## src/rtl/regfile_bist.sv

```systemverilog
// Built-in self test for a 32 x 32-bit register file: writes r*Mult into a register range,
// reads it back two registers per cycle and reports mismatch count and first failing register.
module regfile_bist (
  input  logic        Clk,
  input  logic        Rst,
  input  logic        Start,
  input  logic [4:0]  FirstReg,
  input  logic [4:0]  LastReg,
  input  logic [7:0]  Mult,
  output logic [4:0]  WriteRegister,
  output logic [31:0] WriteData,
  output logic        RegWrite,
  output logic [4:0]  ReadRegister1,
  output logic [4:0]  ReadRegister2,
  input  logic [31:0] ReadData1,
  input  logic [31:0] ReadData2,
  output logic        Busy,
  output logic        Done,
  output logic        Pass,
  output logic [5:0]  ErrorCount,
  output logic [4:0]  FailReg
);

  localparam logic [2:0] IDLE     = 3'd0;
  localparam logic [2:0] WRITE    = 3'd1;
  localparam logic [2:0] RD_ADDR  = 3'd2;
  localparam logic [2:0] RD_CHECK = 3'd3;
  localparam logic [2:0] DONE     = 3'd4;

  function automatic logic [31:0] pattern(input logic [4:0] r, input logic [7:0] m);
    logic [12:0] p;
    p = {8'b0, r} * {5'b0, m};
    return {19'b0, p};
  endfunction

  logic [2:0]  stateQ, stateD;
  // Indices are 6 bits wide so a range ending at 31 terminates instead of wrapping to 0.
  logic [5:0]  firstQ, firstD, lastQ, lastD, idxQ, idxD;
  logic [7:0]  multQ, multD;
  logic [4:0]  writeRegQ, writeRegD, rdReg1Q, rdReg1D, rdReg2Q, rdReg2D, failRegQ, failRegD;
  logic [31:0] writeDataQ, writeDataD;
  logic        regWriteQ, regWriteD, busyQ, busyD, doneQ, doneD, passQ, passD;
  logic [5:0]  errQ, errD, errNext;
  logic [6:0]  errSum;
  logic [5:0]  nextIdx, idxStep, readIdx2;
  logic        mis1, mis2, check2;

  always_comb begin
    nextIdx  = idxQ + 6'd1;
    idxStep  = idxQ + 6'd2;
    readIdx2 = idxQ + 6'd1;
    check2   = (readIdx2 <= lastQ);
    mis1     = (ReadData1 != pattern(idxQ[4:0], multQ));
    mis2     = check2 && (ReadData2 != pattern(readIdx2[4:0], multQ));
    errSum   = {1'b0, errQ} + {6'b0, mis1} + {6'b0, mis2};
    errNext  = errSum[6] ? 6'd63 : errSum[5:0];
  end

  always_comb begin
    stateD     = stateQ;
    firstD     = firstQ;
    lastD      = lastQ;
    multD      = multQ;
    idxD       = idxQ;
    writeRegD  = writeRegQ;
    writeDataD = writeDataQ;
    rdReg1D    = rdReg1Q;
    rdReg2D    = rdReg2Q;
    failRegD   = failRegQ;
    errD       = errQ;
    busyD      = busyQ;
    passD      = passQ;
    regWriteD  = 1'b0;
    doneD      = 1'b0;
    case (stateQ)
      IDLE: begin
        if (Start) begin
          errD     = 6'd0;
          failRegD = 5'd0;
          if (FirstReg <= LastReg) begin
            stateD     = WRITE;
            firstD     = {1'b0, FirstReg};
            lastD      = {1'b0, LastReg};
            multD      = Mult;
            idxD       = {1'b0, FirstReg};
            regWriteD  = 1'b1;
            writeRegD  = FirstReg;
            writeDataD = pattern(FirstReg, Mult);
            busyD      = 1'b1;
            passD      = 1'b0;
          end else begin
            stateD = DONE;
            doneD  = 1'b1;
            busyD  = 1'b0;
            passD  = 1'b1;
          end
        end
      end
      WRITE: begin
        if (idxQ == lastQ) begin
          stateD  = RD_ADDR;
          idxD    = firstQ;
          rdReg1D = firstQ[4:0];
          rdReg2D = firstQ[4:0] + 5'd1;
        end else begin
          idxD       = nextIdx;
          regWriteD  = 1'b1;
          writeRegD  = nextIdx[4:0];
          writeDataD = pattern(nextIdx[4:0], multQ);
        end
      end
      RD_ADDR: stateD = RD_CHECK;
      RD_CHECK: begin
        errD = errNext;
        // Only the first failing pair sets FailReg; port 1 wins within a pair.
        if (errQ == 6'd0 && (mis1 || mis2)) begin
          failRegD = mis1 ? idxQ[4:0] : readIdx2[4:0];
        end
        if (idxStep <= lastQ) begin
          stateD  = RD_ADDR;
          idxD    = idxStep;
          rdReg1D = idxStep[4:0];
          rdReg2D = idxStep[4:0] + 5'd1;
        end else begin
          stateD = DONE;
          doneD  = 1'b1;
          busyD  = 1'b0;
          passD  = (errNext == 6'd0);
        end
      end
      DONE:    stateD = IDLE;
      default: stateD = IDLE;
    endcase
  end

  always_ff @(posedge Clk or posedge Rst) begin
    if (Rst) begin
      stateQ     <= IDLE;
      firstQ     <= 6'd0;
      lastQ      <= 6'd0;
      multQ      <= 8'd0;
      idxQ       <= 6'd0;
      writeRegQ  <= 5'd0;
      writeDataQ <= 32'd0;
      rdReg1Q    <= 5'd0;
      rdReg2Q    <= 5'd0;
      failRegQ   <= 5'd0;
      errQ       <= 6'd0;
      busyQ      <= 1'b0;
      passQ      <= 1'b0;
      regWriteQ  <= 1'b0;
      doneQ      <= 1'b0;
    end else begin
      stateQ     <= stateD;
      firstQ     <= firstD;
      lastQ      <= lastD;
      multQ      <= multD;
      idxQ       <= idxD;
      writeRegQ  <= writeRegD;
      writeDataQ <= writeDataD;
      rdReg1Q    <= rdReg1D;
      rdReg2Q    <= rdReg2D;
      failRegQ   <= failRegD;
      errQ       <= errD;
      busyQ      <= busyD;
      passQ      <= passD;
      regWriteQ  <= regWriteD;
      doneQ      <= doneD;
    end
  end

  assign WriteRegister = writeRegQ;
  assign WriteData     = writeDataQ;
  assign RegWrite      = regWriteQ;
  assign ReadRegister1 = rdReg1Q;
  assign ReadRegister2 = rdReg2Q;
  assign Busy          = busyQ;
  assign Done          = doneQ;
  assign Pass          = passQ;
  assign ErrorCount    = errQ;
  assign FailReg       = failRegQ;

endmodule

```

## config.mk

```make
export PLATFORM = sky130hd
export DESIGN_NAME = regfile_bist
export DESIGN_NICKNAME = d
export VERILOG_FILES = /design/src/rtl/regfile_bist.sv
export SDC_FILE = /design/constraint.sdc
export NUM_CORES = 1
export LEC_CHECK = 0
export BUFFER_PORTS_ARGS = -buffer_cell sky130_fd_sc_hd__buf_2
export CORE_MARGIN = 1.5
export CORE_UTILIZATION = 50
export CTS_BUF_LIST = sky130_fd_sc_hd__clkbuf_16
export CTS_CLUSTER_SIZE = 30
export DETAILED_ROUTE_END_ITERATION = 7
export PLACE_DENSITY = 0.7
export SLEW_MARGIN = 20
export SYNTH_ARGS = -nofsm -noshare
export SYNTH_HDL_FRONTEND = slang
export SYNTH_SLANG_ARGS = --single-unit
```

## constraint.sdc

```tcl
create_clock -name Clk -period 10.7 [get_ports Clk]
set_input_delay 0.535 -clock Clk [delete_from_list [all_inputs] [get_ports Clk]]
set_output_delay 0.535 -clock Clk [all_outputs]
set_load 0.02 [all_outputs]
```

==> impl_metrics.json <==
{
  "fillers": 1488,
  "wl_per_cell_um": 15.6,
  "initial_core_util_pct": 50.9,
  "synthArstFlopShare_pct": 100,
  "dp_hpwl_um": 16000,
  "die_w_um": 133,
  "setup_tns_ps": 0,
  "cts_buffers": 9,
  "clk-insertion-delay-late_ps": 330,
  "grt_pass1_wl_um": 33500,
  "cp-start-kind": "register",
  "drtIter0Drc": 617,
  "ys.flop_type": "dfrtp_1",
  "synthesis.area_mm2": 0.00842,
  "cts_setup_buffers": 0,
  "htreeDepth": 3,
  "nets": 1295,
  "core_area_mm2": 0.0165,
  "finalWeightedCongestion": 0.917,
  "cts_tree": "done",
  "ys_seq_area_share_pct": 20.8,
  "ys_seq_elements": 70,
  "final_cells": 1298,
  "cpPeakStageDelay_ps": 740,
  "num_vias": 7250,
  "dieArea_mm2": 0.0176,
  "setup_viol": 0,
  "syn_avg_cell_area_um2": 8.61,
  "cts_buffer_depth": 2,
  "hp-class": "input port to register",
  "synthTopCellsByArea": "dfrtp_1, fa_1, ha_1, and2_1, nand2_1",
  "grt_usage_pct": 23.4,
  "cp_cell_sequence": "ha_1 > nand3_1 > xnor2_1 > nand2_1 > fa_1 > fa_1 > fa_1 > inv_1 > ha_1 > nor2b_1 > o31ai_2 > a31o_2 > o32ai_1 > nor4_1 > and3_1 > nor2_1 > fa_1 > ha_1 > and2_1 > a21oi_1 > nor4_1 > a221o_1",
  "drc": 0,
  "antenna_found_initial": 0,
  "cp_slowest_cell": "dfrtp_1",
  "fmax_mhz": 136,
  "syn_inst": 978,
  "cts_root_buf": "clkbuf_16",
  "rsz0062_at_grt": "false",
  "required_ps": 10920,
  "synth_edf_count": 0,
  "place_ws_ps": 3350,
  "row_count": 47,
  "gr-total-overflow": 0,
  "finalWirelength_um": 20300,
  "drtPass1Iterations": 5,
  "grt_max_degree": 71,
  "crit_type": "register to register",
  "vias_per_cell": 5.59,
  "yosys.area.top_type": "dfrtp_1",
  "drive_gt1_share_pct": 16.8,
  "clk_pin_slew_worst_paths_ps": 60,
  "ys_top_cells_by_count": "nand2_1, and2_1, ha_1",
  "tightest_slew_ps": 995,
  "hold_viol_final": 0,
  "critPathCaptureType": "register",
  "maxCapViolCount": 0,
  "synth_warnings": 0,
  "critPathMaxFanout": 21,
  "setup_ws_ps": 3340,
  "worstPathArrival_ps": 7580,
  "area_growth_pct": 12.0,
  "postCtsHoldBufs": 0,
  "yosysMostFrequentCell": "nand2_1",
  "ant_nets": 0,
  "cts_sinks": 70,
  "min_period_over_period_pct": 68.8,
  "clock_skew_ps": 5.88,
  "ys_types": 70,
  "placed_cells": 1282,
  "ctsResizeCount": 0,
  "fin_crit_ps": 7360,
  "fp.dieH_um": 133,
  "slew_violations": 0,
  "relSlewSlack_pct": 33.4,
  "n_antenna_cell": 0,
  "outcome": "complete, no violations",
  "netlist.area_leader.share_pct": 20.8,
  "pin_count": 147,
  "worst_path_most_repeated_cell": "fa_1",
  "grt_pass1_vias": 6742,
  "portBuffers": 127
}
[per-stage QoR]
stage | cell area, µm² | hold slack (ps) | util, %
final | 9430 | 430 | 57.1
after global placement | 9100 | 469 | 55.1
after global routing | 9430 | 457 | 57.1
after CTS | 9430 | 419 | 57.1
after detailed placement | 9100 | 474 | 55.1
after floorplan | 8480 | 467 | -
[worst paths after layout]
check / cells after the start / slack (ps) / start / to
hold / removal: 3 / 430 / LastReg[1] / lastQ[1]$_DFFE_PP0P_
max in group asynchronous: 3 / 9630 / Rst / WriteData[5]$_DFFE_PP0P_
hold reg to reg: 1 / 480 / WriteData[9]$_DFFE_PP0P_ / WriteData[9]$_DFFE_PP0P_
min in group asynchronous: 3 / 470 / Rst / ReadRegister2[0]$_DFFE_PP0P_
setup reg to reg: 22 / 3340 / idxQ[0]$_DFFE_PP0P_ / Pass$_DFFE_PP0P_
setup / recovery: 22 / 3340 / idxQ[0]$_DFFE_PP0P_ / Pass$_DFFE_PP0P_
[area by class of cell]
cell class / instances / area [µm²] / area share, %
multi-input cells: 781 / 6110 / 64.8
flip-flops and latches: 70 / 1750 / 18.6
repair buffers: 130 / 658 / 6.98
inverters: 81 / 304 / 3.22
well taps: 220 / 275 / 2.92
clock buffers: 9 / 225 / 2.39
clock inverters: 7 / 103 / 1.09
[per-layer routing]
| layer | wire [µm] | GRT usage [%] |
|---|---|---|
| met4 | 320 | 5.43 |
| met3 | 919 | 1.88 |
| met1 | 9490 | 34.0 |
| met5 | 0 | 0 |
| met2 | 9580 | 38.1 |
[sequential cells by signal, indices dropped and copies added, names as in the netlist, 6 cells and up]
signal	count
ErrorCount	6
WriteData	13
multQ	8
idxQ	6
[cells in the final DEF (no fill, tap or decap), types with 21 or more instances in the layout]
master	netlist	routed
buf_2	3	127
nand2_1	125	125
and2_1	84	84
ha_1	82	82
inv_1	80	79
dfrtp_1	70	70
fa_1	55	55
nor2_1	49	49
a21oi_1	37	37
xnor2_1	35	35
o21ai_0	27	27
mux2_2	25	25
xor2_1	21	21
[kinds of logic after synthesis]
kind of cell | count (synthesis) | synth area share [%]
and+or+nand+nor | 367 | 22.1
adders and majority gates | 137 | 25.3
AOI/OAI and AO/OA | 158 | 12.8
muxes | 43 | 5.49
xor gates and xnor gates | 57 | 6.09
buffers and inverters | 145 | 7.36
other | 1 | 0.0446
DFF | 70 | 20.8
[worst max-delay path: cells and delay by family (launching register included)]
kind                       cells  cell delay (ps)
AOI/OAI and AO/OA              5             1260
xor gates and xnor gates       1              720
adders and majority gates      7             2890
buffers and inverters          1               40
DFF                            1              740
and+or+nand+nor                8             1590
Power is left out: the tool's default activity adds up to more than one toggle a clock period on the data nets, which glitch-free logic cannot reach.
